[src/rtl/spiking_systolic_ctrl.sv]
// ---------------------------------------------------------------------------
// spiking_systolic_ctrl
//
// Sequencer for an N x N spiking systolic array. It takes a job length and a
// stream of spike/weight vectors from the host and writes them into the
// per-row and per-column operand FIFOs. It then clears the PE accumulators,
// issues diagonally skewed FIFO read enables, waits for the array to drain
// and pulses done.
//
// Ports
//   clk, rstn            clock, synchronous active-low reset
//   start, len           job request and length (1..DEPTH), sampled in IDLE
//   abort                synchronous job cancel
//   in_valid, in_ready   host vector handshake
//   in_spikes            one spike bit per row (bit i -> row FIFO i)
//   in_weights           one DATA_WIDTH slice per column (slice j -> col FIFO j)
//   row_w_en, col_w_en   FIFO write enables (one per row / column)
//   row_r_en, col_r_en   skewed FIFO read enables
//   row_wdata, col_wdata combinational pass-through of in_spikes / in_weights
//   pe_rstn              active-low PE accumulator clear
//   busy                 high outside IDLE
//   done                 one-cycle pulse when results are valid
//   err                  one-cycle pulse when start carries an illegal len
// ---------------------------------------------------------------------------
module spiking_systolic_ctrl #(
    parameter int unsigned N          = 3,
    parameter int unsigned DEPTH      = 8,
    parameter int unsigned DATA_WIDTH = 16,
    parameter int unsigned LEN_W      = 4
) (
    input  logic                    clk,
    input  logic                    rstn,
    input  logic                    start,
    input  logic [LEN_W-1:0]        len,
    input  logic                    abort,
    input  logic                    in_valid,
    output logic                    in_ready,
    input  logic [N-1:0]            in_spikes,
    input  logic [N*DATA_WIDTH-1:0] in_weights,
    output logic [N-1:0]            row_w_en,
    output logic [N-1:0]            row_r_en,
    output logic [N-1:0]            col_w_en,
    output logic [N-1:0]            col_r_en,
    output logic [N-1:0]            row_wdata,
    output logic [N*DATA_WIDTH-1:0] col_wdata,
    output logic                    pe_rstn,
    output logic                    busy,
    output logic                    done,
    output logic                    err
);

    // One counter serves as LOAD beat count, STREAM step and DRAIN count.
    // Largest value held is max(DEPTH, DEPTH+N-2, N-1) < DEPTH+N.
    localparam int unsigned CW = $clog2(DEPTH + N + 1);

    typedef enum logic [2:0] {
        S_IDLE,
        S_LOAD,
        S_CLEAR,
        S_STREAM,
        S_DRAIN,
        S_DONE
    } state_e;

    state_e            state_q, state_d;
    logic [CW-1:0]     cnt_q, cnt_d;
    logic [LEN_W-1:0]  len_q, len_d;
    logic [N-1:0]      r_en_q, r_en_d;
    logic              pe_rstn_q, pe_rstn_d;
    logic              busy_q, busy_d;
    logic              done_q, done_d;
    logic              err_q, err_d;
    logic              abort_hit;
    logic              len_ok;
    logic              w_fire;

    assign len_ok = (len != '0) && (32'(len) <= DEPTH);

    // Next-state logic. Registered outputs are derived from the next state so
    // that they line up with the state they describe.
    always_comb begin
        state_d   = state_q;
        cnt_d     = cnt_q;
        len_d     = len_q;
        err_d     = 1'b0;
        abort_hit = 1'b0;

        unique case (state_q)
            S_IDLE: begin
                if (start && !abort) begin
                    if (len_ok) begin
                        len_d   = len;
                        cnt_d   = '0;
                        state_d = S_LOAD;
                    end else begin
                        err_d = 1'b1;
                    end
                end
            end
            S_LOAD: begin
                if (in_valid) begin
                    cnt_d = cnt_q + CW'(1);
                    if (32'(cnt_q) + 32'd1 == 32'(len_q)) begin
                        state_d = S_CLEAR;
                    end
                end
            end
            S_CLEAR: begin
                cnt_d   = '0;
                state_d = S_STREAM;
            end
            S_STREAM: begin
                // Last step is len+N-2: the final operand enters row/col N-1.
                if (32'(cnt_q) == 32'(len_q) + N - 2) begin
                    cnt_d   = '0;
                    state_d = S_DRAIN;
                end else begin
                    cnt_d = cnt_q + CW'(1);
                end
            end
            S_DRAIN: begin
                if (32'(cnt_q) == N - 1) begin
                    cnt_d   = '0;
                    state_d = S_DONE;
                end else begin
                    cnt_d = cnt_q + CW'(1);
                end
            end
            S_DONE: begin
                state_d = S_IDLE;
            end
            default: begin
                state_d = S_IDLE;
            end
        endcase

        if (abort && (state_q != S_IDLE)) begin
            abort_hit = 1'b1;
            cnt_d     = '0;
            state_d   = S_IDLE;
        end

        // Diagonal skew: lane i is active for len steps starting at step i.
        r_en_d = '0;
        if (state_d == S_STREAM) begin
            for (int unsigned i = 0; i < N; i++) begin
                r_en_d[i] = (32'(cnt_d) >= i) && (32'(cnt_d) < i + 32'(len_q));
            end
        end

        pe_rstn_d = !((state_d == S_CLEAR) || abort_hit);
        busy_d    = (state_d != S_IDLE);
        done_d    = (state_d == S_DONE);
    end

    always_ff @(posedge clk) begin
        if (!rstn) begin
            state_q   <= S_IDLE;
            cnt_q     <= '0;
            len_q     <= '0;
            r_en_q    <= '0;
            pe_rstn_q <= 1'b0;
            busy_q    <= 1'b0;
            done_q    <= 1'b0;
            err_q     <= 1'b0;
        end else begin
            state_q   <= state_d;
            cnt_q     <= cnt_d;
            len_q     <= len_d;
            r_en_q    <= r_en_d;
            pe_rstn_q <= pe_rstn_d;
            busy_q    <= busy_d;
            done_q    <= done_d;
            err_q     <= err_d;
        end
    end

    // Write enables must coincide with the host handshake because the write
    // data is a pass-through, so they decode the state register with in_valid.
    assign in_ready  = (state_q == S_LOAD);
    assign w_fire    = in_ready && in_valid;
    assign row_w_en  = {N{w_fire}};
    assign col_w_en  = {N{w_fire}};
    assign row_wdata = in_spikes;
    assign col_wdata = in_weights;

    assign row_r_en  = r_en_q;
    assign col_r_en  = r_en_q;
    assign pe_rstn   = pe_rstn_q;
    assign busy      = busy_q;
    assign done      = done_q;
    assign err       = err_q;

endmodule

[config.mk]
export PLATFORM = sky130hd
export DESIGN_NAME = spiking_systolic_ctrl
export DESIGN_NICKNAME = d
export VERILOG_FILES = /design/src/rtl/spiking_systolic_ctrl.sv
export SDC_FILE = /design/constraint.sdc
export NUM_CORES = 1
export LEC_CHECK = 0
export BUFFER_PORTS_ARGS = -buffer_cell sky130_fd_sc_hd__buf_2
export CAP_MARGIN = 20
export CORE_ASPECT_RATIO = 1.25
export CORE_UTILIZATION = 46
export DETAILED_ROUTE_END_ITERATION = 8
export GPL_TIMING_DRIVEN = 0
export PLACE_DENSITY_LB_ADDON = 0.1
export SYNTH_ARGS = -nofsm -noshare
export SYNTH_HDL_FRONTEND = slang
export SYNTH_SLANG_ARGS = --single-unit
[constraint.sdc]
create_clock -name clk -period 5.3 [get_ports clk]
set_clock_uncertainty 0.1 [all_clocks]
set_input_delay 0.795 -clock clk [delete_from_list [all_inputs] [get_ports clk]]
set_output_delay 0.795 -clock clk [all_outputs]
set_load 0.005 [all_outputs]
-- Word level (Yosys, flattened, before mapping)
Cells that the tools add are included.
- add/subtract/negate cells: 6
- magnitude comparators: 6
- eq/ne operators: 10
- muxes and demuxes: 17
- reductions and logical operators: 16
- operators by type and width (operator ; count):
    $eq A4 B32 Y1 ; 1
    $mux W4 ; 6
    $mux W3 ; 7
    $pmux W4 S5 ; 1
    $pmux W3 S5 ; 1
    $eq A3 B2 Y1 const B ; 4
    $lt A4 B5 Y1 ; 2
    $eq A3 B3 Y1 const B ; 2
    $logic_and A1 B1 Y1 ; 6
    $reduce_and A3 Y1 ; 2
    $reduce_bool A3 Y1 ; 2
    $sub A5 B2 Y6 const B ; 1
    $add A1 B4 Y5 const A ; 1
    $add A2 B4 Y5 const A ; 1
    $add A4 B1 Y5 const B ; 1
    $add A4 B2 Y5 const B ; 1
    $eq A5 B4 Y1 ; 1
    $add A4 B1 Y4 const B ; 1
    $eq A4 B2 Y1 const B ; 1
    $ge A4 B1 Y1 const B ; 1
    $ge A4 B2 Y1 const B ; 1
    $le A4 B4 Y1 const B ; 1
    $lt A4 B4 Y1 ; 1
    $reduce_bool A4 Y1 ; 1
    other kinds (6) ; 8
- flip-flop bits (word level): 18
- input bits: 60
- output and inout bits: 68
- word-level logic and storage cells: 63

-- Depth between registers and ports, before layout
Gate-level depths: netlist of the first run.
- depth in word-level cells: 9
- gate-level depth with buffers: 14

-- Worst setup path after synthesis of the first run
Ideal clock, no wire load.
- kind: input -> register
- start point: in len[0]
- end point: reg r_en_q[1] (netlist: col_r_en[1])
- setup time: 0.086 ns
- data arrival time: 3.333 ns
- required time: 5.114 ns
- path slack: 1.780 ns
- stages: 9
- path buffers: 0
- cell sequence: o31a_1 nor3_1 o32a_1 a31oi_1 ha_1 and3_1 a311o_1 maj3_2 a221oi_2
- longest elaborated chain between the ends: 8
- elaborated cells on any way between the ends: 16
- those cells by class: order compare: 3; eq/ne: 1; mux: 8; reduce/logical: 4
- ends and longest elaborated chain (item ; RTL line ; text):
    from (decl) ; 34 ; input logic [LEN_W-1:0] len,
    $le A4 B4 Y1 or $reduce_bool A4 Y1 (tied branches) ; 77 ; assign len_ok = (len != '0) && (32'(len) <= DEPTH);
    $logic_and A1 B1 Y1 (*) ; 77 ;
    $mux W4 (*) ; 91 ; if (len_ok) begin
    $mux W4 (*) ; 90 ; if (start && !abort) begin
    $pmux W4 S5 (*) ; 88 ; unique case (state_q)
    $mux W4 (*) ; 137 ; if (abort && (state_q != S_IDLE)) begin
    named net cnt_d[2] ; 66 ; logic [CW-1:0] cnt_q, cnt_d;
    $lt A4 B5 Y1 or $ge A4 B1 Y1 (tied branches) ; 147 ; r_en_d[i] = (32'(cnt_d) >= i) && (32'(cnt_d) < i + 32'(len_q));
    $logic_and A1 B1 Y1 (*) ; 147 ;
    to (signal assigned) ; 170 ; r_en_q <= r_en_d;
    to (decl) ; 68 ; logic [N-1:0] r_en_q, r_en_d;
The timed path passes the listed nets; every way through them passes the cells marked *.
A chain may end at the register's enable or synchronous reset.

-- Worst setup path in the final report of the first run
Same ends and word-level chain as after synthesis.

==> metrics.csv, run 1 <==
metric,value,unit
Final WS setup,1.47,ns
Layout Utilization,0.621,
routability cong.,0.896,
Worst R2R End,col_r_en[1]$_SDFF_PN0_,
Layout area overhead,25.5,%
most frequent cell after synthesis,buf_4,
"area leader, netlist",buf_4,
Crit path max-delay family,compound AO/OA/AOI/OAI gates,
TritonCTS clock tree,yes,
Die ar.,4430,um^2
Synth Flop Type,dfxtp_1,
final instance area,2410,um^2
type of origin of the critical path,input pin,
Synth Cell Area,1920,um^2
vias,1905,
clock buffer depth,2,
CTS Hold Bufs,0,
clock sink count,18,
R2R depth,13,
maximum VDD drop,0.0668,mV
first-pass GRT wire length,7060,um
TNS Setup,0,ns
most common library cells after synthesis,"buf_4 (60), nor2_1 (21), dfxtp_1 (18)",
DIE WIDTH,59.8,um
Core ar.,3880,um^2
Synth top area share,0.235,
CP startpoint,len[0],
Hold Crit Class,reg2reg,
layout cells sized above 1,0.466,
Tot Pwr,339,uW
critical path endpoint category,flop,
Slew Limit Fails,0,
Worst Path Buf+Inv,1,
io pins,128,
max_cap viols,0,
Post-CTS Setup Bufs,0,
Clock Latency Late Sink,0.26,ns
Post-synth ARST share,0,
Worst slew margin,0.524,
worst-margin pin slew,0.709,ns
CP arrival,3.91,ns
# rows,25,
"Setup violations, final",0,
cts bufs inserted,3,
RSZ-0062 raised after global routing,no,
Worst Path Max Fanout,7,
Worst path depth,10,
TritonRoute pass-1 iters,4,
crit path to,col_r_en[1]$_SDFF_PN0_,
GRT Util Overall,0.208,
pwr dens,141,nW/um^2
GRT overflow,0,
leakage,1.19,nW
CP Cell Sequence,buf_2 > nor4_1 > nor3_1 > o32a_1 > a31oi_1 > ha_1 > and3_1 > a311o_1 > maj3_2 > a221oi_2,
slowest cell on the critical path,a31oi_1,
status,finished clean,
DRC violations left,0,
"EDFF count, synth",0,
fin crit share,0.722,
syn_area_per_cell,7.83,um^2
Final ANT Viol Nets,0,
synthesized flop and latch total,18,
Synth warnings,0,
clock transition at the registers of the reported paths,0.07,ns
antenna violations before repair,0,
largest net degree at the start of global routing,11,
initial core utilization,0.495,
"Distinct cells, synth",53,
ANT cells,0,
worst reg2reg setup slack,1.50,ns
worst slack at placement,1.21,ns
DP HPWL,3720,um
post_cts resized,0,
H-tree depth,1,
Syn Nets,316,
Die Y,74.2,um
r2r startpoint,cnt_q[0]$_SDFF_PN0_,
Gate Count Post-Synth,245,
post-placement cell area,2370,um^2
FILL cells,376,
final wirelength,4580,um
Vias/cell,5.04,
Clock Tree Root,clkbuf_8,
fin crit period,3.83,ns
CP Data Required Time,5.38,ns
WL/cell,12.1,um
Nets,397,
Port Buf Inserts,76,
Synth area leaders,"buf_4 (23%), dfxtp_1 (19%), ha_1 (7.2%)",
vias in the first global route,1632,
final hold vios,0,
post-synthesis sequential area ratio,0.188,
WS Path Type,in2reg,
Max stage delay on crit path,0.54,ns
Iter 0 DRT Violations,64,
Fmax,0.261,GHz
[sequential cells by signal, summed over array words and instances, names as in the netlist]
name	flops
cnt_q	4
len_q	4
col_r_en	3
state_q	3
busy	1
done	1
err	1
pe_rstn	1
[routing by layer]
metal / vias up / share of wire / GRT usage
li1: 945 / - / -
met1: 852 / 0.39 / 0.237
met2: 101 / 0.53 / 0.384
met3: 7 / 0.067 / 0.0226
met4: 0 / 0.018 / 0.0930
met5: - / 0 / 0
[per-stage QoR]
step,hold WS (ns),cells
floorplan,0.410,245
global placement,0.471,375
detailed placement,0.479,375
CTS,0.489,378
global route,0.539,378
finish,0.493,378
[worst reg2reg max path, cell delays in order (launching register included)]
cell,delay [ns]
dfxtp_1,0.33
clkbuf_1,0.29
inv_1,0.08
ha_1,0.20
or3b_2,0.24
a2bb2oi_1,0.10
a311oi_1,0.35
a21oi_1,0.12
a31oi_1,0.49
ha_1,0.36
and3_1,0.17
a311o_1,0.37
maj3_2,0.32
a221oi_2,0.20
[cell usage in the layout (no fill, tap or decap), types with 2 or more instances in the layout]
master	count
nand2b_1	5
clkbuf_8	3
or3_1	2
a21oi_1	16
buf_4	60
nand4_1	2
nor4_1	2
o21bai_1	2
a311oi_1	2
nand2_1	13
nor2_1	21
buf_2	79
nor3_1	4
a22oi_1	2
nand3_1	10
xnor2_1	6
o31ai_1	2
nand3b_1	2
xor2_1	3
ha_1	11
clkbuf_1	6
nor3b_1	2
nor2b_1	3
o21ai_0	4
dfxtp_1	18
o2bb2ai_1	2
inv_1	9
and3_1	2
o211ai_1	2
and2_1	4
o31a_1	2
[where the power goes]
part / switching [mW] / internal (mW)
Sequential: 0.00211 / 0.138
Combinational: 0.0411 / 0.0583
Clock: 0.0493 / 0.0507
Total: 0.0925 / 0.247
[layout make-up]
type | instances | area, um^2 | area share
Buffer | 69 | 488 | 0.203
Inverter | 10 | 37.5 | 0.0156
Tap cell | 54 | 67.6 | 0.0281
Multi-Input combinational cell | 148 | 1030 | 0.429
Clock buffer | 3 | 41.3 | 0.0172
Timing Repair Buffer | 76 | 380 | 0.158
Sequential cell | 18 | 360 | 0.150
[cells by family (layout without fill, tap and decap cells)]
kind of cell / count (synthesis) / count (layout) / share of synthesized area
simple gates: 78 / 78 / 0.222
flops: 18 / 18 / 0.188
xor+xnor: 11 / 11 / 0.0652
buf+inv: 79 / 158 / 0.274
fa+ha+maj: 13 / 13 / 0.0828
mux: 1 / 1 / 0.00522
compound gates: 45 / 45 / 0.163
[worst min path at each step]
stage | start | endpoint | slack, ns | cells after the start
4_1_cts | len_q[1]$_SDFFE_PN0P_ | len_q[1]$_SDFFE_PN0P_ | 0.49 | 2
5_1_grt | len_q[0]$_SDFFE_PN0P_ | len_q[0]$_SDFFE_PN0P_ | 0.54 | 2
3_3_place_gp | len_q[0]$_SDFFE_PN0P_ | len_q[0]$_SDFFE_PN0P_ | 0.47 | 2
2_1_floorplan | len_q[0]$_SDFFE_PN0P_ | len_q[0]$_SDFFE_PN0P_ | 0.41 | 2
6_report | len_q[1]$_SDFFE_PN0P_ | len_q[1]$_SDFFE_PN0P_ | 0.49 | 2
3_5_place_dp | len_q[1]$_SDFFE_PN0P_ | len_q[1]$_SDFFE_PN0P_ | 0.48 | 2
(Power assumes the default switching activity.)
==> run 2, diff against run 1 <==
--- a/config.mk
+++ b/config.mk
@@ -8,7 +8,7 @@
 export BUFFER_PORTS_ARGS = -buffer_cell sky130_fd_sc_hd__buf_2
 export CAP_MARGIN = 20
 export CORE_ASPECT_RATIO = 1.25
-export CORE_UTILIZATION = 46
+export CORE_UTILIZATION = 43
 export DETAILED_ROUTE_END_ITERATION = 8
 export GPL_TIMING_DRIVEN = 0
 export PLACE_DENSITY_LB_ADDON = 0.1
==> constraint.sdc (replaced) <==
create_clock -name clk -period 3.8 [get_ports clk]
set_clock_uncertainty 0.1 [all_clocks]
set_input_delay 0.57 -clock clk [delete_from_list [all_inputs] [get_ports clk]]
set_output_delay 0.57 -clock clk [all_outputs]
set_load 0.005 [all_outputs]
==> run 2 against run 1 <==
- first-iteration DRC count grew 1.6%
- cell count up 0.79%
- sequential share of layout area shrank 0.26 points
- clock-buffer cell count rose by 1
- die area grew 6.8%
- wire length down 2.6%
- critical path depth is 1 higher
- worst hold slack worse by 0.027 ns
- sequential cell count unchanged
- combinational power up 40%
- total power increased by 48%
==> metrics.csv, run 2 (synthesized netlist as in run 1, its figures left out) <==
metric,value,unit,change
status,finished clean,,unchanged
worst reg2reg setup slack,0.22,ns,was 1.50 ns
DRC violations left,0,,unchanged
critical path endpoint category,flop,,unchanged
Clock Tree Root,clkbuf_8,,unchanged
Layout area overhead,27.7,%,was 25.5%
antenna violations before repair,0,,unchanged
routability cong.,0.909,,was 0.896
R2R depth,11,,was 13
pwr dens,206,nW/um^2,was 141 nW/um^2
# rows,26,,was 25
Worst slew margin,0.546,,was 0.524
ANT cells,0,,unchanged
WL met3,283,um,was 309 um
CP Data Required Time,3.88,ns,was 5.38 ns
first-pass GRT wire length,6890,um,was 7060 um
WL/cell,11.7,um,was 12.1 um
TritonCTS clock tree,yes,,unchanged
GRT Util Overall,0.188,,was 0.208
multi-input logic area,1060,um^2,was 1030 um^2
cts bufs inserted,3,,unchanged
TritonRoute pass-1 iters,4,,unchanged
clock buffer depth,2,,unchanged
top layer in use,met4,,unchanged
layout cells sized above 1,0.477,,was 0.466
Worst R2R End,col_r_en[1]$_SDFF_PN0_,,unchanged
CP startpoint,len_q[3]$_SDFFE_PN0P_,,was len[0]
Die ar.,4730,um^2,was 4430 um^2
initial core utilization,0.457,,was 0.495
max_cap viols,0,,unchanged
Regs by FF count,"cnt_q (4), len_q (4)",,unchanged
Final ANT Viol Nets,0,,unchanged
Tot Pwr,504,uW,was 339 uW
largest net degree at the start of global routing,11,,unchanged
"commonest cells after routing, fill and taps aside","buf_2 (79), buf_4 (60), nor2_1 (21)",,unchanged
Fmax,0.279,GHz,
worst-margin pin slew,0.675,ns,was 0.709 ns
DIE WIDTH,61.7,um,was 59.8 um
Final WS setup,0.219,ns,was 1.47 ns
Hold Crit Class,in2reg,,was reg2reg
Iter 0 DRT Violations,65,,was 64
Clock Latency Late Sink,0.26,ns,about the same
crit path to,col_r_en[1]$_SDFF_PN0_,,unchanged
vias,1862,,was 1905
"commonest non-fill, non-tap cell in the layout",buf_2,,unchanged
leakage,1.20,nW,was 1.19 nW
DP HPWL,3580,um,was 3720 um
Die Y,76.7,um,was 74.2 um
GRT overflow,0,,unchanged
Worst Path Max Fanout,7,,unchanged
met1 WL,1850,um,was 1770 um
FILL cells,396,,was 376
vias in the first global route,1547,,was 1632
H-tree depth,1,,unchanged
io pins,128,,unchanged
r2r startpoint,len_q[3]$_SDFFE_PN0P_,,was cnt_q[0]$_SDFF_PN0_
metal2 WL,2260,um,was 2420 um
maximum VDD drop,0.111,mV,was 0.0668 mV
Port Buf Inserts,76,,unchanged
Slew Limit Fails,0,,unchanged
"Setup violations, final",0,,unchanged
fin crit share,0.942,,
worst slack at placement,-0.0807,ns,was 1.21 ns
clock sink count,18,,unchanged
type of origin of the critical path,flop,,was input pin
CTS Hold Bufs,0,,unchanged
clock transition at the registers of the reported paths,0.08,ns,was 0.07 ns
CP arrival,3.67,ns,was 3.91 ns
fin crit period,3.58,ns,
register area,360,um^2,unchanged
WS Path Type,reg2reg,,was in2reg
Vias/cell,4.89,,was 5.04
final wirelength,4460,um,was 4580 um
Core ar.,4200,um^2,was 3880 um^2
final hold vios,0,,unchanged
minimum hold slack,0.465,ns,was 0.493 ns
Nets,397,,unchanged
RSZ-0062 raised after global routing,no,,unchanged
==> run 2: worst min path at each step <==
stage | start | end | slack, ns | cells past startpoint
5_1_grt | start | err$_SDFF_PN0_ | 0.47 | 3
3_3_place_gp | len_q[0]$_SDFFE_PN0P_ | len_q[0]$_SDFFE_PN0P_ | 0.48 | 2
3_5_place_dp | len_q[1]$_SDFFE_PN0P_ | len_q[1]$_SDFFE_PN0P_ | 0.48 | 2
6_report | start | err$_SDFF_PN0_ | 0.47 | 3
2_1_floorplan | len_q[0]$_SDFFE_PN0P_ | len_q[0]$_SDFFE_PN0P_ | 0.41 | 2
4_1_cts | start | err$_SDFF_PN0_ | 0.47 | 3
==> run 2: worst max-delay path: stages (launching register included) <==
cell      delay (ns)
dfxtp_1         0.31
clkbuf_1        0.33
inv_2           0.10
xnor3_1         0.47
a311oi_1        0.39
nand2b_1        0.15
a31oi_4         0.29
ha_1            0.30
and3_1          0.17
a311o_1         0.36
maj3_2          0.32
a221oi_2        0.20
==> run 2: routing by layer <==
layer | vias to the layer above | track usage
li1 | 950 | -
met1 | 815 | 0.231
met2 | 88 | 0.323
met3 | 9 | 0.0320
met4 | 0 | 0.0533
met5 | - | 0
==> run 2: timing repair <==
item	4_1_cts	5_1_grt
gates resized for setup	0	4
endpoints found under the hold margin	0	0
endpoints found under the setup margin	0	2
setup buffers	0	0
==> run 2: report_power, final <==
part	switching (mW)	total, mW	internal (mW)
Combinational	0.0579	0.139	0.0814
Clock	0.0769	0.169	0.0924
Sequential	0.00279	0.195	0.192
Total	0.138	0.504	0.366
==> run 2: area by class of cell <==
class                           instances  area share
Clock buffer                            4      0.0225
Buffer                                 69       0.199
Sequential cell                        18       0.147
Tap cell                               56      0.0286
Inverter                               10      0.0153
Multi-Input combinational cell        148       0.432
Timing Repair Buffer                   76       0.155
==> run 2: through the flow <==
| stage | cells | TNS (ns) | area [um^2] | utilization |
|---|---|---|---|---|
| floorplan | 245 | 0 | 1920 | - |
| global placement | 377 | -0.0336 | 2370 | 0.564 |
| detailed placement | 377 | -0.0807 | 2370 | 0.564 |
| CTS | 381 | 0 | 2420 | 0.578 |
| global route | 381 | 0 | 2450 | 0.584 |
| finish | 381 | 0 | 2450 | 0.584 |
